--- src/rtl/vc_flit_buffer_pkg.sv ---
// Shared types for the multi-VC router input flit buffer: flit type, per-VC
// buffer state encoding and the default build constants.
package types;

  localparam int FLIT_WIDTH_DEF = 64;
  localparam int DEPTH_DEF      = 4;
  localparam int NUM_VC_DEF     = 2;

  typedef logic [FLIT_WIDTH_DEF-1:0] flit_t;

  typedef enum logic [1:0] {
    EMPTY       = 2'd0,
    VACANT      = 2'd1,
    ALMOST_FULL = 2'd2,
    FULL        = 2'd3
  } buffer_state_t;

  // VC select width; a single-channel build still carries a 1-bit select.
  function automatic int vc_width(input int num_vc);
    return (num_vc > 1) ? $clog2(num_vc) : 1;
  endfunction

endpackage

--- src/rtl/vc_flit_buffer_if.sv ---
// Push/pop request bus and per-VC status bus of the VC flit buffer.
// master drives requests and observes status; slave is the buffer itself.
interface vc_flit_buffer_if
  import types::*;
#(
  parameter int FLIT_WIDTH = $bits(flit_t),
  parameter int DEPTH      = DEPTH_DEF,
  parameter int NUM_VC     = NUM_VC_DEF
);

  localparam int VC_W  = vc_width(NUM_VC);
  localparam int CNT_W = $clog2(DEPTH) + 1;

  logic                         push_valid;
  logic [VC_W-1:0]              push_vc;
  logic [FLIT_WIDTH-1:0]        push_flit;
  logic                         pop_valid;
  logic [VC_W-1:0]              pop_vc;
  logic [NUM_VC*FLIT_WIDTH-1:0] head_flit;
  logic [NUM_VC*CNT_W-1:0]      count;
  logic [NUM_VC*2-1:0]          state;
  logic [NUM_VC-1:0]            err;

  modport master (
    output push_valid, push_vc, push_flit, pop_valid, pop_vc,
    input  head_flit, count, state, err
  );

  modport slave (
    input  push_valid, push_vc, push_flit, pop_valid, pop_vc,
    output head_flit, count, state, err
  );

endinterface

--- src/rtl/vc_flit_buffer_flit_fifo_ch.sv ---
// Single virtual-channel circular FIFO: storage, pointers, occupancy, state
// decode and the sticky error flag (built only with VC_FLIT_BUFFER_ERR_EN).
module flit_fifo_ch
  import types::*;
#(
  parameter int FLIT_WIDTH = 64,
  parameter int DEPTH      = 4,
  parameter int AF_TH      = DEPTH - 1,
  localparam int PTR_W     = $clog2(DEPTH),
  localparam int CNT_W     = PTR_W + 1
) (
  input  logic                  clk,
  input  logic                  rst_n,
  input  logic                  push_req,
  input  logic                  push_en,
  input  logic                  pop_req,
  input  logic                  pop_en,
  input  logic [FLIT_WIDTH-1:0] push_flit,
  output logic [FLIT_WIDTH-1:0] head_flit,
  output logic [CNT_W-1:0]      count,
  output buffer_state_t         state,
  output logic                  err
);

  logic [FLIT_WIDTH-1:0] storage_q [DEPTH];
  logic [FLIT_WIDTH-1:0] storage_d [DEPTH];
  logic [PTR_W-1:0]      wr_ptr_q, wr_ptr_d;
  logic [PTR_W-1:0]      rd_ptr_q, rd_ptr_d;
  logic [CNT_W-1:0]      count_q, count_d;

  // On a full channel push and pop share a slot: wr_ptr equals rd_ptr, so the
  // incoming flit overwrites exactly the entry being consumed.
  always_comb begin
    storage_d = storage_q;
    wr_ptr_d  = wr_ptr_q;
    rd_ptr_d  = rd_ptr_q;
    count_d   = count_q;
    if (push_en) begin
      storage_d[wr_ptr_q] = push_flit;
      wr_ptr_d            = wr_ptr_q + 1'b1;
    end
    if (pop_en) begin
      rd_ptr_d = rd_ptr_q + 1'b1;
    end
    case ({push_en, pop_en})
      2'b10:   count_d = count_q + 1'b1;
      2'b01:   count_d = count_q - 1'b1;
      default: count_d = count_q;
    endcase
  end

  always_ff @(posedge clk or negedge rst_n) begin
    if (!rst_n) begin
      wr_ptr_q <= '0;
      rd_ptr_q <= '0;
      count_q  <= '0;
    end else begin
      wr_ptr_q <= wr_ptr_d;
      rd_ptr_q <= rd_ptr_d;
      count_q  <= count_d;
    end
  end

  // Storage is left unreset; the empty mask on head_flit hides stale data.
  always_ff @(posedge clk) begin
    storage_q <= storage_d;
  end

  always_comb begin
    if (count_q == '0)
      state = EMPTY;
    else if (count_q == CNT_W'(DEPTH))
      state = FULL;
    else if (count_q >= CNT_W'(AF_TH))
      state = ALMOST_FULL;
    else
      state = VACANT;
  end

  assign head_flit = (count_q != '0) ? storage_q[rd_ptr_q] : '0;
  assign count     = count_q;

`ifdef VC_FLIT_BUFFER_ERR_EN
  logic err_q, err_d;

  always_comb begin
    err_d = err_q | (push_req & ~push_en) | (pop_req & ~pop_en);
  end

  always_ff @(posedge clk or negedge rst_n) begin
    if (!rst_n)
      err_q <= 1'b0;
    else
      err_q <= err_d;
  end

  assign err = err_q;
`else
  logic unused_req;
  assign unused_req = push_req ^ pop_req;
  assign err        = 1'b0;
`endif

  logic [PTR_W-1:0] ptr_diff;
  assign ptr_diff = wr_ptr_q - rd_ptr_q;

  a_count_max: assert property (@(posedge clk) disable iff (!rst_n)
    count_q <= CNT_W'(DEPTH));
  a_state_cnt: assert property (@(posedge clk) disable iff (!rst_n)
    ((state == EMPTY) == (count_q == '0)) &&
    ((state == FULL) == (count_q == CNT_W'(DEPTH))));
  a_ptr_cnt: assert property (@(posedge clk) disable iff (!rst_n)
    ptr_diff == count_q[PTR_W-1:0]);

endmodule

--- src/rtl/vc_flit_buffer.sv ---
// Multi-VC flit buffer for a router input port: decodes the single push and
// pop request onto per-VC FIFOs. Optional error flags: VC_FLIT_BUFFER_ERR_EN.
module vc_flit_buffer
  import types::*;
#(
  parameter int FLIT_WIDTH = $bits(flit_t),
  parameter int DEPTH      = DEPTH_DEF,
  parameter int NUM_VC     = NUM_VC_DEF,
  parameter int AF_TH      = DEPTH - 1
) (
  input  logic              clk,
  input  logic              rst_n,
  vc_flit_buffer_if.slave   bus
);

  localparam int VC_W  = vc_width(NUM_VC);
  localparam int CNT_W = $clog2(DEPTH) + 1;

  if ((DEPTH < 2) || ((DEPTH & (DEPTH - 1)) != 0)) begin : g_bad_depth
    $error("vc_flit_buffer: DEPTH must be a power of two and at least 2");
  end
  if ((AF_TH < 1) || (AF_TH >= DEPTH)) begin : g_bad_af_th
    $error("vc_flit_buffer: AF_TH must satisfy 1 <= AF_TH < DEPTH");
  end

  logic [NUM_VC-1:0]     push_req;
  logic [NUM_VC-1:0]     push_en;
  logic [NUM_VC-1:0]     pop_req;
  logic [NUM_VC-1:0]     pop_en;
  logic [CNT_W-1:0]      count_ch [NUM_VC];
  logic [FLIT_WIDTH-1:0] head_ch  [NUM_VC];
  buffer_state_t         state_ch [NUM_VC];
  logic [NUM_VC-1:0]     err_ch;

  // Select values beyond NUM_VC-1 match no channel and are simply dropped.
  always_comb begin
    push_req = '0;
    push_en  = '0;
    pop_req  = '0;
    pop_en   = '0;
    for (int v = 0; v < NUM_VC; v++) begin
      push_req[v] = bus.push_valid && (bus.push_vc == VC_W'(v));
      pop_req[v]  = bus.pop_valid && (bus.pop_vc == VC_W'(v));
      pop_en[v]   = pop_req[v] && (count_ch[v] != '0);
      push_en[v]  = push_req[v] && ((count_ch[v] != CNT_W'(DEPTH)) || pop_en[v]);
    end
  end

  for (genvar v = 0; v < NUM_VC; v++) begin : g_vc
    flit_fifo_ch #(
      .FLIT_WIDTH (FLIT_WIDTH),
      .DEPTH      (DEPTH),
      .AF_TH      (AF_TH)
    ) u_fifo (
      .clk        (clk),
      .rst_n      (rst_n),
      .push_req   (push_req[v]),
      .push_en    (push_en[v]),
      .pop_req    (pop_req[v]),
      .pop_en     (pop_en[v]),
      .push_flit  (bus.push_flit),
      .head_flit  (head_ch[v]),
      .count      (count_ch[v]),
      .state      (state_ch[v]),
      .err        (err_ch[v])
    );

    assign bus.head_flit[v*FLIT_WIDTH +: FLIT_WIDTH] = head_ch[v];
    assign bus.count[v*CNT_W +: CNT_W]               = count_ch[v];
    assign bus.state[v*2 +: 2]                       = state_ch[v];
  end

  assign bus.err = err_ch;

endmodule

--- src/flat_wrapper.sv ---
// flat-port wrapper written by rule: the top's interface ports become plain ports
module vc_flit_buffer_flat import types::*;
#(
  parameter int FLIT_WIDTH = $bits(flit_t),
  parameter int DEPTH      = DEPTH_DEF,
  parameter int NUM_VC     = NUM_VC_DEF,
  parameter int AF_TH      = DEPTH - 1
)
  (clk, rst_n, bus_push_valid, bus_push_vc, bus_push_flit, bus_pop_valid, bus_pop_vc, bus_head_flit, bus_count, bus_state, bus_err);
  vc_flit_buffer_if #(.FLIT_WIDTH(FLIT_WIDTH), .DEPTH(DEPTH), .NUM_VC(NUM_VC)) bus_i ();
  input  logic clk;
  input  logic rst_n;
  input wire logic [$bits(bus_i.push_valid)-1:0] bus_push_valid;
  input wire logic [$bits(bus_i.push_vc)-1:0] bus_push_vc;
  input wire logic [$bits(bus_i.push_flit)-1:0] bus_push_flit;
  input wire logic [$bits(bus_i.pop_valid)-1:0] bus_pop_valid;
  input wire logic [$bits(bus_i.pop_vc)-1:0] bus_pop_vc;
  output wire logic [$bits(bus_i.head_flit)-1:0] bus_head_flit;
  output wire logic [$bits(bus_i.count)-1:0] bus_count;
  output wire logic [$bits(bus_i.state)-1:0] bus_state;
  output wire logic [$bits(bus_i.err)-1:0] bus_err;
  assign bus_i.push_valid = bus_push_valid;
  assign bus_i.push_vc = bus_push_vc;
  assign bus_i.push_flit = bus_push_flit;
  assign bus_i.pop_valid = bus_pop_valid;
  assign bus_i.pop_vc = bus_pop_vc;
  assign bus_head_flit = bus_i.head_flit;
  assign bus_count = bus_i.count;
  assign bus_state = bus_i.state;
  assign bus_err = bus_i.err;
  vc_flit_buffer #(.FLIT_WIDTH(FLIT_WIDTH), .DEPTH(DEPTH), .NUM_VC(NUM_VC), .AF_TH(AF_TH)) u_core (.clk(clk), .rst_n(rst_n), .bus(bus_i));
endmodule
--- config.mk ---
export PLATFORM = sky130hd
export DESIGN_NAME = vc_flit_buffer_flat
export DESIGN_NICKNAME = d
export VERILOG_FILES = /design/src/rtl/vc_flit_buffer_pkg.sv /design/src/rtl/vc_flit_buffer_if.sv /design/src/rtl/vc_flit_buffer_flit_fifo_ch.sv /design/src/rtl/vc_flit_buffer.sv /design/src/flat_wrapper.sv
export SDC_FILE = /design/constraint.sdc
export NUM_CORES = 1
export LEC_CHECK = 0
export CAP_MARGIN = 40
export CORE_MARGIN = 2
export CORE_UTILIZATION = 60
export CTS_BUF_LIST = sky130_fd_sc_hd__clkbuf_16
export DETAILED_ROUTE_END_ITERATION = 6
export GPL_ROUTABILITY_DRIVEN = 0
export PLACE_DENSITY_LB_ADDON = 0.15
export SLEW_MARGIN = 20
export SYNTH_ARGS = -nofsm -noshare
export SYNTH_HDL_FRONTEND = slang
export SYNTH_SLANG_ARGS = --single-unit
--- constraint.sdc ---
create_clock -name clk -period 5.3 [get_ports clk]
set_input_delay 0.53 -clock clk [delete_from_list [all_inputs] [get_ports clk]]
set_output_delay 0.53 -clock clk [all_outputs]
set_load 0.01 [all_outputs]
==> summary.txt, run 1 <==
Root Driver -> clkbuf_16
HP Class -> input port to asynchronous set/reset pin
post-route setup TNS -> 0 ns
Layout area overhead -> 21.29%
vias per cell -> 5.811
initial DRC count -> 754
crit-path max cell delay -> 0.89 ns
R2R cell count -> 4
Worst Setup Slack, final -> 1.595 ns
CTS Hold Bufs -> 0
vias in the first global route -> 9822
htree depth -> 2
share of cells above drive strength 1 -> 20.12%
PortBufs -> 207
clk sink count -> 526
Clock transition at path regs -> 0.06 ns
GRT Util Overall -> 23.12%
Initial Utilization -> 60.67%
Routed Wire Length -> 40.39 mm
Post-Synthesis Cells -> 901
fillcell total -> 1865
startpoint types -> flop
Critical Path AT -> 3.17 ns
post-route minimum period -> 3.705 ns
Routed met1 length -> 16.34 mm
Mean Syn Cell Area -> 22.52 um^2
RSZ-0062 raised after global routing -> no
die height -> 187.9 um
Core Area -> 33450 um^2
Setup-failing EPs final -> 0
met2 routed WL -> 21.17 mm
Critical Path Fanout Max -> 33
post-CTS resize count -> 0
maximum clock rate -> 269.9 MHz
Reg2Reg Setup Slack -> 2.66 ns
post-place setup slack -> 2.081 ns
#FFs+latches synth -> 526
worst flop-to-flop path endpoint -> u_core.g_vc[1].u_fifo.storage_q[62]
most frequent cells in the layout -> edfxtp_1 (512), clkdlybuf4s50_1 (207), mux4_2 (128)
outcome -> finished clean
first-pass GRT wire length -> 60.46 mm
Post-route DRC -> 0
Routed Antenna Nets -> 0
Max stage delay cell, worst path -> dfrtp_4
Pwr Total -> 13740 uW
max-slew violation total from the final report -> 0
Boundary Pins -> 210
Pwr Density -> 558.3 nW/um^2
die area -> 35310 um^2
Max Cap Viol -> 0
metal3 WL -> 2.125 mm
crit path cell chain -> buf_4, mux4_2, nor2b_1, clkdlybuf4s50_1
Worst Setup End Kind -> output pin
Max Clock Skew -> 0.01850 ns
Yosys warnings -> 0
CTS tree -> built
post-CTS setup buffer count -> 0
Final Hold Fails -> 0
Routed WL per cell -> 24.88 um
total gr overflow -> 0
worst slew pin tran -> 0.8051 ns
buffer levels on the longest clock path -> 3
Clk Latency, worst-skew pair -> 0.56 ns
CTS buffer count -> 51
Seq/Total Area, Yosys -> 77.48%
largest net degree at the start of global routing -> 48
nets@finish -> 1216
Die Span X -> 187.9 um
critical path class -> flop to output pin
commonest non-fill, non-tap cell in the layout -> edfxtp_1
initial antenna violation count -> 1
Worst R2R Start -> u_core.g_vc[1].u_fifo.count[0]
leakage power total -> 0.008080 uW
Top Metal Used -> met4
synth unique cells -> 31
total number of vias -> 9432
fin crit share -> 69.90%
CP required -> 4.77 ns
synthesized area -> 20290 um^2
Cell Rows -> 67
DP HPWL -> 23.33 mm
Max IR drop VDD -> 0.3841 mV
Rel. slew slack -> 46.33%
first-pass detailed-route iteration total -> 5
sequential cells by signal, summed over array words and instances, names as in the netlist:
name / cells
u_core.g_vc.u_fifo.wr_ptr_q: 4
u_core.g_vc.u_fifo.count: 6
u_core.g_vc.u_fifo.storage_q: 512
u_core.g_vc.u_fifo.rd_ptr_q: 4
layout make-up:
type	instances	area [um^2]	share of cell area, %
clock inverters	40	316.6	1.286
flip-flops and latches	526	15740	63.95
clock buffers	52	1301	5.286
diodes	2	5.005	0.02033
inverters	12	45.04	0.1830
well taps	448	560.5	2.277
repair buffers	225	2385	9.688
multi-input cells	318	4262	17.31
layer usage:
metal | GRT usage, % | up-vias
li1 | - | 4103
met1 | 31.21 | 4951
met2 | 40.14 | 323
met3 | 3.856 | 55
met4 | 5.572 | 0
met5 | 0 | -
Yosys cell counts:
| library cell | number | area share [%] |
|---|---|---|
| clkbuf_1 | 14 | 0.26 |
| mux2_2 | 3 | 0.17 |
| nor2b_1 | 116 | 3.6 |
| a21oi_1 | 1 | 0.025 |
| nor3_4 | 1 | 0.080 |
| o311a_1 | 1 | 0.049 |
| a31oi_2 | 1 | 0.062 |
| nor3_2 | 1 | 0.049 |
| mux4_2 | 128 | 14 |
| a41oi_2 | 1 | 0.080 |
| xnor2_1 | 6 | 0.26 |
| nand2_1 | 4 | 0.074 |
| dfrtp_1 | 14 | 1.7 |
| and2_1 | 8 | 0.25 |
| edfxtp_1 | 512 | 76 |
| clkbuf_2 | 2 | 0.049 |
| buf_6 | 10 | 0.55 |
| a21o_1 | 2 | 0.074 |
| nand2b_1 | 2 | 0.062 |
| conb_1 | 1 | 0.018 |
| fa_1 | 2 | 0.20 |
| buf_4 | 7 | 0.26 |
| xor2_1 | 8 | 0.35 |
| mux2i_1 | 1 | 0.049 |
| ha_1 | 10 | 0.62 |
| nor3b_1 | 1 | 0.037 |
| nor2_1 | 6 | 0.11 |
| o21ai_0 | 1 | 0.025 |
| inv_1 | 12 | 0.22 |
| and2b_1 | 12 | 0.44 |
| buf_2 | 13 | 0.32 |
per-stage QoR:
stage | utilization [%] | std cells | hold WS [ns] | area [um^2]
final | 73.59 | 1623 | 0.3910 | 24610
after global routing | 73.58 | 1621 | 0.4353 | 24610
after CTS | 73.58 | 1621 | 0.4044 | 24610
after detailed placement | 68.74 | 1529 | 0.5705 | 22990
after global placement | 68.08 | 1520 | 0.5618 | 22770
after floorplan | - | 902 | 0.2344 | 20300
critical path, delay by kind of cell, from the launching register on:
family,cells,cell delay [ns]
flip-flops,1,0.89
AND/OR/NAND/NOR,1,0.16
buffers and inverters,2,1.02
multiplexers,1,0.54
power breakdown:
group / total [uW] / switching [uW] / internal [uW]
clock network: 3460 / 1450 / 2020
logic: 4790 / 2090 / 2700
registers: 5490 / 406 / 5080
worst max path at each step:
stage,cells after the start,endpoint,start
detailed placement,4,bus_head_flit[82],u_core.g_vc[1].u_fifo.rd_ptr_q[0]
global route,4,bus_head_flit[82],u_core.g_vc[1].u_fifo.rd_ptr_q[0]
CTS,4,bus_head_flit[82],u_core.g_vc[1].u_fifo.rd_ptr_q[0]
floorplan,3,u_core.g_vc[0].u_fifo.storage_q[0],bus_pop_vc
finish,4,bus_head_flit[82],u_core.g_vc[1].u_fifo.rd_ptr_q[0]
global placement,4,bus_head_flit[82],u_core.g_vc[1].u_fifo.rd_ptr_q[0]
logic make-up after synthesis:
group	synth area share [%]
AOI/OAI and AO/OA	0.3144
xor gates and xnor gates	0.6042
adders and majority gates	0.8138
buffers and inverters	1.665
DFF	77.48
muxes	14.42
other	0.01848
and+or+nand+nor	4.679
Note: power is estimated with default switching activity, not from simulation.
==> inputs of run 2 (changes only) <==
--- a/config.mk
+++ b/config.mk
@@ -7,7 +7,7 @@
 export LEC_CHECK = 0
 export CAP_MARGIN = 40
 export CORE_MARGIN = 2
-export CORE_UTILIZATION = 60
+export CORE_UTILIZATION = 56
 export CTS_BUF_LIST = sky130_fd_sc_hd__clkbuf_16
 export DETAILED_ROUTE_END_ITERATION = 6
 export GPL_ROUTABILITY_DRIVEN = 0
==> constraint.sdc (replaced) <==
create_clock -name clk -period 3.6 [get_ports clk]
set_input_delay 0.36 -clock clk [delete_from_list [all_inputs] [get_ports clk]]
set_output_delay 0.36 -clock clk [all_outputs]
set_load 0.01 [all_outputs]
==> summary.txt, run 2 (same netlist as run 1, synthesis figures left out) <==
Core Area -> 35660 um^2 (+6.6%)
Flop pwr share -> 39.3% (-0.6 points)
worst slew pin tran -> 0.8617 ns (+0.05662 ns)
CTS buffer count -> 51 (unchanged)
Max Clock Skew -> 0.009884 ns (-0.008620 ns)
largest net degree at the start of global routing -> 67 (+40%)
Clk Latency, worst-skew pair -> 0.55 ns (about the same)
commonest non-fill, non-tap cell in the layout -> edfxtp_1
initial DRC count -> 725 (-3.8%)
post-CTS setup buffer count -> 0 (unchanged)
Largest Register -> u_core.g_vc.u_fifo.storage_q
htree depth -> 2 (unchanged)
Worst Setup End Kind -> output pin
Net Sw Frac -> 28.75% (+0.059 points)
Final Hold Fails -> 0 (unchanged)
Clock transition at path regs -> 0.06 ns (about the same)
Post-route DRC -> 14 (+14)
failing checks -> design-rule violations
post-route setup TNS -> 0 ns (unchanged)
die area -> 37780 um^2 (+7.0%)
Buf/Inv on CP -> 2 (unchanged)
Routed WL per cell -> 25.34 um (+1.8%)
max-slew violation total from the final report -> 0 (unchanged)
Cell Rows -> 69 (+3.0%)
RSZ-0062 raised after global routing -> no
vias per cell -> 5.796 (-0.27%)
first-pass GRT wire length -> 62.76 mm (+3.8%)
crit path cell chain -> buf_4, mux4_2, nor2b_1, clkdlybuf4s50_1
fin crit share -> 91.82%
buffer levels on the longest clock path -> 3 (unchanged)
CP required -> 3.24 ns (-1.53 ns)
Layout area overhead -> 22.22%
PortBufs -> 207 (unchanged)
share of cells above drive strength 1 -> 21.04% (+0.92 points)
fillcell total -> 2243 (+20%)
CP delay by family, top -> buffers and inverters
post-route minimum period -> 3.306 ns
initial antenna violation count -> 2 (+1)
most frequent cells in the layout -> edfxtp_1 (512), clkdlybuf4s50_1 (207), mux4_2 (128)
total number of vias -> 9592 (+1.7%)
Rel. slew slack -> 42.55% (-3.8 points)
Boundary Pins -> 210 (unchanged)
Register Area -> 15740 um^2 (unchanged)
Inst Count DP -> 1557 (+1.8%)
CTS tree -> built
total gr overflow -> 0 (unchanged)
Die Span X -> 194.4 um (+3.4%)
Final Util -> 69.57% (-4.0 points)
die height -> 194.4 um (+3.4%)
logic gate share of total power -> 34.9% (about the same)
Max IR drop VDD -> 0.5348 mV (+39%)
flip-flop count of the largest register after layout -> 512 (unchanged)
multi-input logic area -> 4262 um^2 (unchanged)
maximum clock rate -> 302.5 MHz
leakage power total -> 0.008158 uW (+0.97%)
Critical Path Fanout Max -> 22 (-33%)
Root Driver -> clkbuf_16
nets@finish -> 1233 (+1.4%)
clock share of power -> 25.8% (+0.6 points)
post-CTS resize count -> 0 (unchanged)
crit-path max cell delay -> 0.74 ns (-0.15 ns)
Pwr Density -> 828.7 nW/um^2 (+48%)
GRT Util Overall -> 22.63% (-0.49 points)
critical path class -> flop to output pin
post-place setup slack -> 0.8116 ns (-1.270 ns)
Routed Antenna Nets -> 0 (unchanged)
Non-Filler Instances -> 1655 (+2.0%)
Worst Setup Slack, final -> 0.2944 ns (-1.301 ns)
Initial Utilization -> 56.92% (-3.8 points)
Setup-failing EPs final -> 0 (unchanged)
startpoint types -> flop
clk sink count -> 526 (unchanged)
HP Class -> input port to flop
first-pass detailed-route iteration total -> 7 (+2)
outcome -> finished with violations
P_int -> 14640 uW (+49%)
Sw Pwr -> 5909 uW (+50%)
vias in the first global route -> 10008 (+1.9%)
Max Cap Viol -> 0 (unchanged)
Critical Path AT -> 2.95 ns (-0.22 ns)
Max stage delay cell, worst path -> dfrtp_4
Routed Wire Length -> 41.93 mm (+3.8%)
DP HPWL -> 24.65 mm (+5.7%)
[run 2: cell count changes in the layout (fill, tap and decap cells not counted), sizes merged]
cell	delta
bufinv	+2
clkbuf	+1
dlygate4sd3	+1
buf	+16
clkinv	+6
inv	-6
diode	-1
[run 2: worst paths after layout]
kind / start / to / slack (ns) / depth (start not counted)
worst max register to register: u_core.g_vc[1].u_fifo.count[0] / u_core.g_vc[1].u_fifo.storage_q[58] / 1.22 / 4
worst max-delay path: u_core.g_vc[1].u_fifo.rd_ptr_q[0] / bus_head_flit[84] / 0.29 / 4
max in group asynchronous: rst_n / u_core.g_vc[0].u_fifo.rd_ptr_q[0] / 2.63 / 3
worst min register to register: u_core.g_vc[0].u_fifo.wr_ptr_q[1] / u_core.g_vc[0].u_fifo.wr_ptr_q[1] / 0.57 / 1
min in group asynchronous: rst_n / u_core.g_vc[1].u_fifo.wr_ptr_q[1] / 0.57 / 2
worst min-delay path: bus_push_flit[18] / u_core.g_vc[1].u_fifo.storage_q[18] / 0.54 / 1
[run 2: per-layer routing]
layer | wire length, um | track usage, % | vias to the layer above
li1 | - | - | 4141
met5 | 13 | 0 | -
met4 | 886 | 6.125 | 2
met3 | 2163 | 3.696 | 58
met1 | 17910 | 31.98 | 5109
met2 | 20960 | 37.48 | 282
[run 2: layout make-up]
cell class              count  area share (%)
diodes                      1         0.01009
clock buffers              53           5.347
clock inverters            42           1.453
inverters                  12          0.1816
multi-input cells         318           17.18
flip-flops and latches    526           63.46
well taps                 461           2.325
repair buffers            242           10.04
[run 2: power by group through the flow]
stage          Combinational, uW  Sequential [uW]  Clock (uW)
2_1_floorplan               4140             7780           0
3_3_place_gp                7240             8170           0
3_5_place_dp                7270             8210           0
4_1_cts                     7310             8100        5400
5_1_grt                     7640             8160        5620
6_report                    7160             8080        5310
[run 2: repair_timing]
item | in CTS | in global routing
endpoints found under the setup margin | 0 | 0
hold buffers | 0 | 1
endpoints found under the hold margin | 0 | 2
[run 2: metrics by stage]
stage	total power [uW]	instance area [um^2]	hold WS (ns)
after floorplan	11920	20300	0.06441
after global placement	15420	23090	0.5561
after detailed placement	15490	23090	0.5581
after CTS	20810	24780	0.2557
after global routing	21420	24800	0.5565
final	20550	24800	0.5428
==> inputs of run 3 (changes only) <==
--- a/config.mk
+++ b/config.mk
@@ -9,6 +9,7 @@
 export CORE_MARGIN = 2
 export CORE_UTILIZATION = 56
 export CTS_BUF_LIST = sky130_fd_sc_hd__clkbuf_16
+export CTS_CLUSTER_DIAMETER = 100
 export DETAILED_ROUTE_END_ITERATION = 6
 export GPL_ROUTABILITY_DRIVEN = 0
 export PLACE_DENSITY_LB_ADDON = 0.15
==> results of run 3 <==
The final DEF is identical to that of run 2; final timing and power are the same.
